--- src/rtl/fwd_hazard_ctrl_pkg.sv ---
// ---------------------------------------------------------------------------
// fwd_hazard_ctrl_pkg
// Shared definitions for the EX-stage forwarding / hazard controller.
//   sel_e        : operand-mux select codes (regfile, EX/MEM, MEM/WB, imm)
//   TAG_FLAG_W   : number of flag bits in a pipeline tag {valid,reg_write,mem_read}
//   TAG_DST_LSB  : bit offset of the destination index inside a tag
//   tagWidth()   : full tag width for a given register-index width
// Tag layout (MSB..LSB): valid | reg_write | mem_read | dst[REG_W-1:0]
// ---------------------------------------------------------------------------
package fwd_hazard_ctrl_pkg;

  typedef enum logic [1:0] {
    SEL_REGFILE = 2'b00,
    SEL_EXMEM   = 2'b01,
    SEL_MEMWB   = 2'b10,
    SEL_IMM     = 2'b11
  } sel_e;

  localparam int TAG_FLAG_W  = 3;
  localparam int TAG_DST_LSB = 0;

  function automatic int tagWidth(input int regW);
    return regW + TAG_FLAG_W;
  endfunction

endpackage

--- src/rtl/fwd_tag_stage.sv ---
// ---------------------------------------------------------------------------
// fwd_tag_stage
// One pipeline tag register (used for the EX, MEM and WB tag stages).
// An all-zero tag is a bubble: its valid bit is clear, so it never matches.
// Ports:
//   clk       in   1   rising-edge clock
//   reset     in   1   synchronous, active-high; clears the tag
//   i_bubble  in   1   load a bubble instead of i_tag
//   i_tag     in   W   tag from the previous stage
//   o_tag     out  W   registered tag
// ---------------------------------------------------------------------------
module fwd_tag_stage
  import fwd_hazard_ctrl_pkg::*;
#(
  parameter int W = tagWidth(5)
) (
  input  logic         clk,
  input  logic         reset,
  input  logic         i_bubble,
  input  logic [W-1:0] i_tag,
  output logic [W-1:0] o_tag
);

  logic [W-1:0] r_tag;

  // Tag register: reset and bubble both load an invalid (all-zero) tag.
  always_ff @(posedge clk) begin
    if (reset) begin
      r_tag <= '0;
    end else if (i_bubble) begin
      r_tag <= '0;
    end else begin
      r_tag <= i_tag;
    end
  end

  assign o_tag = r_tag;

endmodule

--- src/rtl/fwd_hazard_ctrl.sv ---
// ---------------------------------------------------------------------------
// fwd_hazard_ctrl
// Forwarding / hazard control for the EX-stage 4:1 operand muxes. Tracks the
// destination tags of in-flight instructions (EX, MEM, WB), produces
// registered operand selects aligned with the instruction entering EX, and
// raises a combinational stall on a load-use hazard. A taken-branch flush
// squashes the ID instruction into a bubble and overrides any stall.
//
// Optional feature macro: STALL_COUNT_EN
//   defined   -> stall_count port present; saturating count of stall cycles
//   undefined -> stall_count port and counter absent
//
// Ports:
//   clk           in   1      rising-edge clock
//   reset         in   1      synchronous, active-high
//   id_valid      in   1      ID holds a real instruction
//   id_rs         in   REG_W  source A index
//   id_rt         in   REG_W  source B index
//   id_dst        in   REG_W  destination index
//   id_reg_write  in   1      instruction writes id_dst
//   id_mem_read   in   1      instruction is a load
//   id_use_imm    in   1      operand B is the immediate
//   flush         in   1      squash the ID instruction
//   stall         out  1      hold PC/IF-ID (combinational)
//   sel_a         out  2      EX operand-A select (registered, never 11)
//   sel_b         out  2      EX operand-B select (registered)
//   stall_count   out  CNT_W  stall cycles since reset (STALL_COUNT_EN only)
// ---------------------------------------------------------------------------
module fwd_hazard_ctrl
  import fwd_hazard_ctrl_pkg::*;
#(
  parameter int REG_W = 5,
  parameter int CNT_W = 32
) (
  input  logic             clk,
  input  logic             reset,
  input  logic             id_valid,
  input  logic [REG_W-1:0] id_rs,
  input  logic [REG_W-1:0] id_rt,
  input  logic [REG_W-1:0] id_dst,
  input  logic             id_reg_write,
  input  logic             id_mem_read,
  input  logic             id_use_imm,
  input  logic             flush,
  output logic             stall,
  output logic [1:0]       sel_a,
  output logic [1:0]       sel_b
`ifdef STALL_COUNT_EN
  ,
  output logic [CNT_W-1:0] stall_count
`endif
);

  localparam int TAG_W     = tagWidth(REG_W);
  localparam int MR_BIT    = TAG_DST_LSB + REG_W;
  localparam int RW_BIT    = MR_BIT + 1;
  localparam int VALID_BIT = RW_BIT + 1;

  logic [TAG_W-1:0] w_idTag;
  logic [TAG_W-1:0] w_exT;
  logic [TAG_W-1:0] w_memT;
  logic [TAG_W-1:0] w_wbT;
  logic             w_bubbleEx;
  logic             w_unusedWb;
  sel_e             w_selANext;
  sel_e             w_selBNext;
  sel_e             r_selA;
  sel_e             w_selBReg;
  sel_e             r_selB;

  // A stage supplies register r only if it holds a real, writing instruction;
  // r0 is hard-wired zero and is never forwarded.
  function automatic logic hit(input logic [TAG_W-1:0] t, input logic [REG_W-1:0] r);
    return t[VALID_BIT] & t[RW_BIT] & (t[TAG_DST_LSB +: REG_W] == r) & (r != '0);
  endfunction

  // The youngest producer (EX) wins over MEM; WB is covered by the
  // write-first register file, so it maps to the regfile path.
  function automatic sel_e fwdSel(input logic [TAG_W-1:0] exT,
                                  input logic [TAG_W-1:0] memT,
                                  input logic [REG_W-1:0] r);
    if (hit(exT, r)) begin
      return SEL_EXMEM;
    end else if (hit(memT, r)) begin
      return SEL_MEMWB;
    end
    return SEL_REGFILE;
  endfunction

  assign w_idTag = {id_valid, id_reg_write, id_mem_read, id_dst};

  // A load still in EX has no data yet; operand B only counts when it is
  // a register. A flush removes the consumer, so it suppresses the stall.
  assign stall = id_valid & ~flush & w_exT[MR_BIT] &
                 (hit(w_exT, id_rs) | (hit(w_exT, id_rt) & ~id_use_imm));

  assign w_bubbleEx = flush | stall;

  fwd_tag_stage #(.W(TAG_W)) u_exStage (
    .clk      (clk),
    .reset    (reset),
    .i_bubble (w_bubbleEx),
    .i_tag    (w_idTag),
    .o_tag    (w_exT)
  );

  fwd_tag_stage #(.W(TAG_W)) u_memStage (
    .clk      (clk),
    .reset    (reset),
    .i_bubble (1'b0),
    .i_tag    (w_exT),
    .o_tag    (w_memT)
  );

  fwd_tag_stage #(.W(TAG_W)) u_wbStage (
    .clk      (clk),
    .reset    (reset),
    .i_bubble (1'b0),
    .i_tag    (w_memT),
    .o_tag    (w_wbT)
  );

  // WB is tracked for completeness but never forwarded from.
  assign w_unusedWb = ^w_wbT;

  // Next selects for the instruction about to enter EX. An invalid ID slot
  // behaves as a bubble, but still steers operand B to the immediate.
  always_comb begin
    w_selANext = SEL_REGFILE;
    w_selBReg  = SEL_REGFILE;
    if (id_valid) begin
      w_selANext = fwdSel(w_exT, w_memT, id_rs);
      w_selBReg  = fwdSel(w_exT, w_memT, id_rt);
    end
    w_selBNext = id_use_imm ? SEL_IMM : w_selBReg;
  end

  // Select registers move with the instruction into EX; a bubble gets 00.
  always_ff @(posedge clk) begin
    if (reset) begin
      r_selA <= SEL_REGFILE;
      r_selB <= SEL_REGFILE;
    end else if (w_bubbleEx) begin
      r_selA <= SEL_REGFILE;
      r_selB <= SEL_REGFILE;
    end else begin
      r_selA <= w_selANext;
      r_selB <= w_selBNext;
    end
  end

  assign sel_a = r_selA;
  assign sel_b = r_selB;

`ifdef STALL_COUNT_EN
  logic [CNT_W-1:0] r_stallCount;

  // Saturating stall-cycle counter: holds at all-ones instead of wrapping.
  always_ff @(posedge clk) begin
    if (reset) begin
      r_stallCount <= '0;
    end else if (stall && (r_stallCount != '1)) begin
      r_stallCount <= r_stallCount + 1'b1;
    end
  end

  assign stall_count = r_stallCount;
`else
  logic [CNT_W-1:0] w_unusedCnt;
  assign w_unusedCnt = '0;
`endif

endmodule
--- config.mk ---
export PLATFORM = sky130hd
export DESIGN_NAME = fwd_hazard_ctrl
export DESIGN_NICKNAME = d
export VERILOG_FILES = /design/src/rtl/fwd_hazard_ctrl_pkg.sv /design/src/rtl/fwd_tag_stage.sv /design/src/rtl/fwd_hazard_ctrl.sv
export SDC_FILE = /design/constraint.sdc
export NUM_CORES = 1
export LEC_CHECK = 0
export BUFFER_PORTS_ARGS = -buffer_cell sky130_fd_sc_hd__buf_2
export CAP_MARGIN = 25
export CORE_UTILIZATION = 45
export DETAILED_ROUTE_END_ITERATION = 8
export GPL_TIMING_DRIVEN = 0
export PLACE_DENSITY = 0.68
export SETUP_SLACK_MARGIN = 0.3
export SLEW_MARGIN = 40
export SYNTH_ARGS = -nofsm -noshare
export SYNTH_HDL_FRONTEND = slang
export SYNTH_SLANG_ARGS = --single-unit
--- constraint.sdc ---
create_clock -name clk -period 5.45 [get_ports clk]
set_input_delay 1.635 -clock clk [delete_from_list [all_inputs] [get_ports clk]]
set_output_delay 1.635 -clock clk [all_outputs]
set_load 0.02 [all_outputs]
# Word level (Yosys, flattened, before mapping)
# Cells that the tools add are included.
# totals
ff_bits	20
latchBits	0
ram_bits	0
romBits	0
inputBits	22
out_inout_bits	5
wordCells	47
memories	0
# classes
addsub	0
multipliers	0
div	0
order_cmp	0
n_eq_ne	4
shifts	0
muxes	13
bitwise	20
reduce_logical	5
# ops
operator	n
$eq A5 B5 Y1	4
$and A1 B1 Y1	14
$mux W2	6
$reduce_bool A5 Y1	2
$mux W1	7
$reduce_or A5 Y1	1
$not A1 Y1	4
$reduce_or A4 Y1	1
$or A1 B1 Y1	2
$reduce_or A2 Y1	1

# Logic depth before layout (Yosys ltp)
# depth
depth_word	9
depth_mapped	5
ltp_nobuf	5

# Modules after synthesis
# Synthesis repeated with hierarchy kept, for this count alone.
# hier_totals
cells_unflattened	90
area_unflattened_um2	1038.5
# by_module_without_submodules
mod	n_inst	cells_per_inst	area_per_inst_um2	seq_area_each_um2
fwd_tag_stage	2	18	282.8	160.2
fwd_hazard_ctrl	1	54	473.0	80.1

# Least setup slack after synthesis
# Ideal clock, no wire load.
# synth_timing
kind	input-to-output
start	input port id_rt[4]
end	output port stall
arrival_ps	2937
required_time_ps	3815
slack_ps	878
cell_stages	4
path_buffers	0
path_cell_list	xor2_1 -> nor4_1 -> or3b_1 -> o21ai_0
# synth_between
elab_chain_len	6
elab_cells_between_ends	7
classes_between	1 x eq/ne; 5 x bitwise; 1 x reduce/logical
# synth_lines
element	line	text
from (decl)	fwd_hazard_ctrl.sv:39	input logic [REG_W-1:0] id_rt,
$eq A5 B5 Y1	fwd_hazard_ctrl.sv:74	return t[VALID_BIT] & t[RW_BIT] & (t[TAG_DST_LSB +: REG_W] == r) & (r != '0);
$and A1 B1 Y1	fwd_hazard_ctrl.sv:74	
$and A1 B1 Y1 *	fwd_hazard_ctrl.sv:74	
$and A1 B1 Y1 *	fwd_hazard_ctrl.sv:95	(hit(w_exT, id_rs) | (hit(w_exT, id_rt) & ~id_use_imm));
$or A1 B1 Y1 *	fwd_hazard_ctrl.sv:95	
$and A1 B1 Y1 *	fwd_hazard_ctrl.sv:94	assign stall = id_valid & ~flush & w_exT[MR_BIT] &
to (decl)	fwd_hazard_ctrl.sv:45	output logic stall,
# Mark *: on every way between the ends. The rest lies on a longest branch, timed or not.

# Worst setup path after layout
# Ends and elaborated chain as after synthesis.

==> results.yml <==
status:
  status: "complete, no violations"
finish:
  fillerInstances: 187
  nets: 141
  final_common_cell: "buf_2"
  mostFrequentLayoutCells: "buf_2, dfxtp_1, xnor2_1, and2_1, xor2_1"
  fin_util_pct: 60.0
  fin_area_sq_mm: 0.00108
  final_layout_size_suffix_gt1_share_pct: 30.5
  antenna_cells: 0
  syn2layout_area_growth_pct: 21.0
placement:
  hpwlAfterDp_um: 1400
  placed_cell_area_sq_mm: 0.00105
  port_buffers: 26
  routabilityCongestion: 0.731
sta:
  report.final.hold_viol_count: 0
  fin_setup_tns_ns: 0
  relSlewSlack_pct: 68.3
  clock_skew_ns: 0.00328
  finalMaxSlewViolations: 0
  rsz0062_at_grt: "false"
  maxClockFrequency_mhz: 216
  period_share_pct: 84.8
  setup_violations: 0
  timing.hold.ws_ns: 0.464
  worst_slew_pin_slew_ns: 0.475
  post-route-min-period_ns: 4.62
floorplanning:
  fp.dieH_um: 46.6
  initial_utilization_pct: 49.6
  die_area_sq_mm: 0.00217
  die_w_um: 46.6
  rows: 15
  core_sq_mm: 0.00180
  boundaryPins: 27
routing:
  wire_per_inst_um: 11.8
  postRouteAntennaNets: 0
  viasPerCell: 4.80
  first_pass_iters: 3
  first_iter_violations: 5
  vias: 686
  wl_um: 1680
  drc_errors: 0
critical_path:
  r2r_end: "u_exStage.o_tag[5]$_SDFF_PP0_"
  critical_path.startpoint_type: "primary input"
  crit_chain: "buf_2, xor2_1, nor4_1, or3b_1, o21ai_0, buf_2"
  r2r-start: "u_exStage.o_tag[4]$_SDFF_PP0_"
  crit_type: "in -> out"
  cp-end-kind: "output pin"
  slowest_delay_ns: 0.43
  crit_buf_inv: 2
  cp.arrival_ns: 2.99
  critical-path-top-delay-family: "simple AND/OR/NAND/NOR gates"
  required_ns: 3.82
  cpMaxStageDelayCell: "or3b_1"
  cp_common_cell: "buf_2"
  worst-r2r-setup-slack_ns: 3.78
  r2r_cells: 5
  crit_fanout: 3
pwr:
  power_density_mw_per_mm2: 229
  power.leakage_nw: 0.435
  ir_drop_v: 0.000191
cts:
  post_cts_buffers: 0
  clk_path_buf_depth: 2
  cts_hold_buf: 0
  htreeDepth: 1
  clk_pin_slew_ns: 0.10
  cts_root_buffer: "clkbuf_4"
  clk-insertion-delay-late_ns: 0.29
  cts_buffers: 3
  cts_sinks: 19
  cts_tree: "done"
  post_cts_resized: 0
yosys:
  ys_seq_area_share_pct: 42.6
  avgSynthCellArea_sq_um: 10.2
  syn_inst: 88
  syn_area_sq_um: 893
  synth_cell_type_count: 28
  yosys_warnings: 0
  synth.ff_latch_count: 19
  syn-num-nets: 110
global_route:
  antenna_found_initial: 0
  grt_use_total_pct: 18.2
  grt-ovfl-total: 0
  grt_pass1_vias: 643
  grt_max_degree: 11
  grt_first_pass_wirelength_um: 2680
hold_path:
  whs_endpoint: "u_memStage.o_tag[6]$_SDFF_PP0_"
  holdPathStages: 1
  hp-start: "u_exStage.o_tag[6]$_SDFF_PP0_"
  hp-class: "reg -> reg"
flow_run:
  cap_violations: 0
==> flip-flops by register name, summed over array words and instances, names as in the netlist <==
name	flops
u_exStage.o_tag	8
sel_b	2
u_memStage.o_tag	7
sel_a	2
==> worst reg2reg max path, stage by stage, from the launching register on <==
cell and delay, ns:
dfxtp_1 0.35, xor2_1 0.17, nor4_1 0.32, nor4b_2 0.41, a2111oi_4 0.14, and2_1 0.19
==> synthesized netlist by cell type (all sizes together) <==
| library cell | n | share of area, % |
|---|---|---|
| nand2 | 3 | 1.3 |
| nor3 | 3 | 2.2 |
| nand4 | 2 | 1.4 |
| xnor2 | 10 | 9.8 |
| nand2b | 1 | 0.70 |
| xor2 | 10 | 9.8 |
| clkbuf | 1 | 0.42 |
| o21ai | 1 | 0.56 |
| nor2 | 4 | 2.8 |
| dfxtp | 19 | 43 |
| or3b | 1 | 0.98 |
| a2111oi | 1 | 3.1 |
| nor2b | 8 | 5.6 |
| nor4b | 2 | 2.7 |
| nor4 | 3 | 2.1 |
| a211oi | 1 | 0.84 |
| and2 | 10 | 7.0 |
| or4 | 2 | 2.1 |
| nand3b | 1 | 0.84 |
| a21oi | 1 | 0.56 |
| or2 | 1 | 0.70 |
| nand3 | 2 | 1.1 |
| o21a | 1 | 0.84 |
==> power breakdown <==
part | leakage [nW] | switching, mW | internal (mW)
combinational | 0.265 | 0.0155 | 0.0170
sequential | 0.155 | 0.00315 | 0.143
clock | 0.0150 | 0.0408 | 0.0285
total | 0.435 | 0.0594 | 0.189
==> logic make-up (layout without fill, tap and decap cells) <==
family / after synthesis / after routing / share of synthesized area (%)
xor gates and xnor gates: 20 / 20 / 19.6
and+or+nand+nor: 43 / 43 / 31.5
DFF: 19 / 19 / 42.6
AOI/OAI and AO/OA: 5 / 5 / 5.88
buffers and inverters: 1 / 31 / 0.420
==> stage by stage <==
stage                     setup slack, ns  power, mW  instances
final                               0.828      0.248        143
after detailed placement            0.833      0.183        139
after global routing                0.665      0.262        143
after CTS                           0.821      0.252        143
after global placement              0.793      0.181        139
after floorplan                     0.878      0.166         88
==> how the worst max path moves through the flow <==
stage / from / slack [ns] / endpoint / depth (start not counted)
final: id_rt[4] / 0.83 / stall / 6
after floorplan: id_rt[4] / 0.88 / stall / 4
after CTS: id_rt[4] / 0.82 / stall / 6
after global placement: id_rt[4] / 0.79 / stall / 6
after detailed placement: id_rt[4] / 0.83 / stall / 6
after global routing: id_rt[4] / 0.67 / stall / 6
==> area by class of cell <==
cell class / instances / area (sq um) / share of cell area, %
Multi-Input combinational cell: 68 / 509 / 47.1
Sequential cell: 19 / 380 / 35.2
Clock buffer: 4 / 26.3 / 2.43
Timing Repair Buffer: 26 / 130 / 12.0
Buffer: 1 / 3.75 / 0.347
Tap cell: 25 / 31.3 / 2.89
==> metal layers <==
layer / wire length [um] / global-route usage [%] / vias up
met1: 790 / 22.1 / 308
met2: 800 / 30.3 / 17
met4: 38 / 10.6 / 0
met5: 0 / 0 / -
met3: 56 / 2.35 / 4
li1: - / - / 357
No activity file was read; power rests on OpenSTA's default activity.
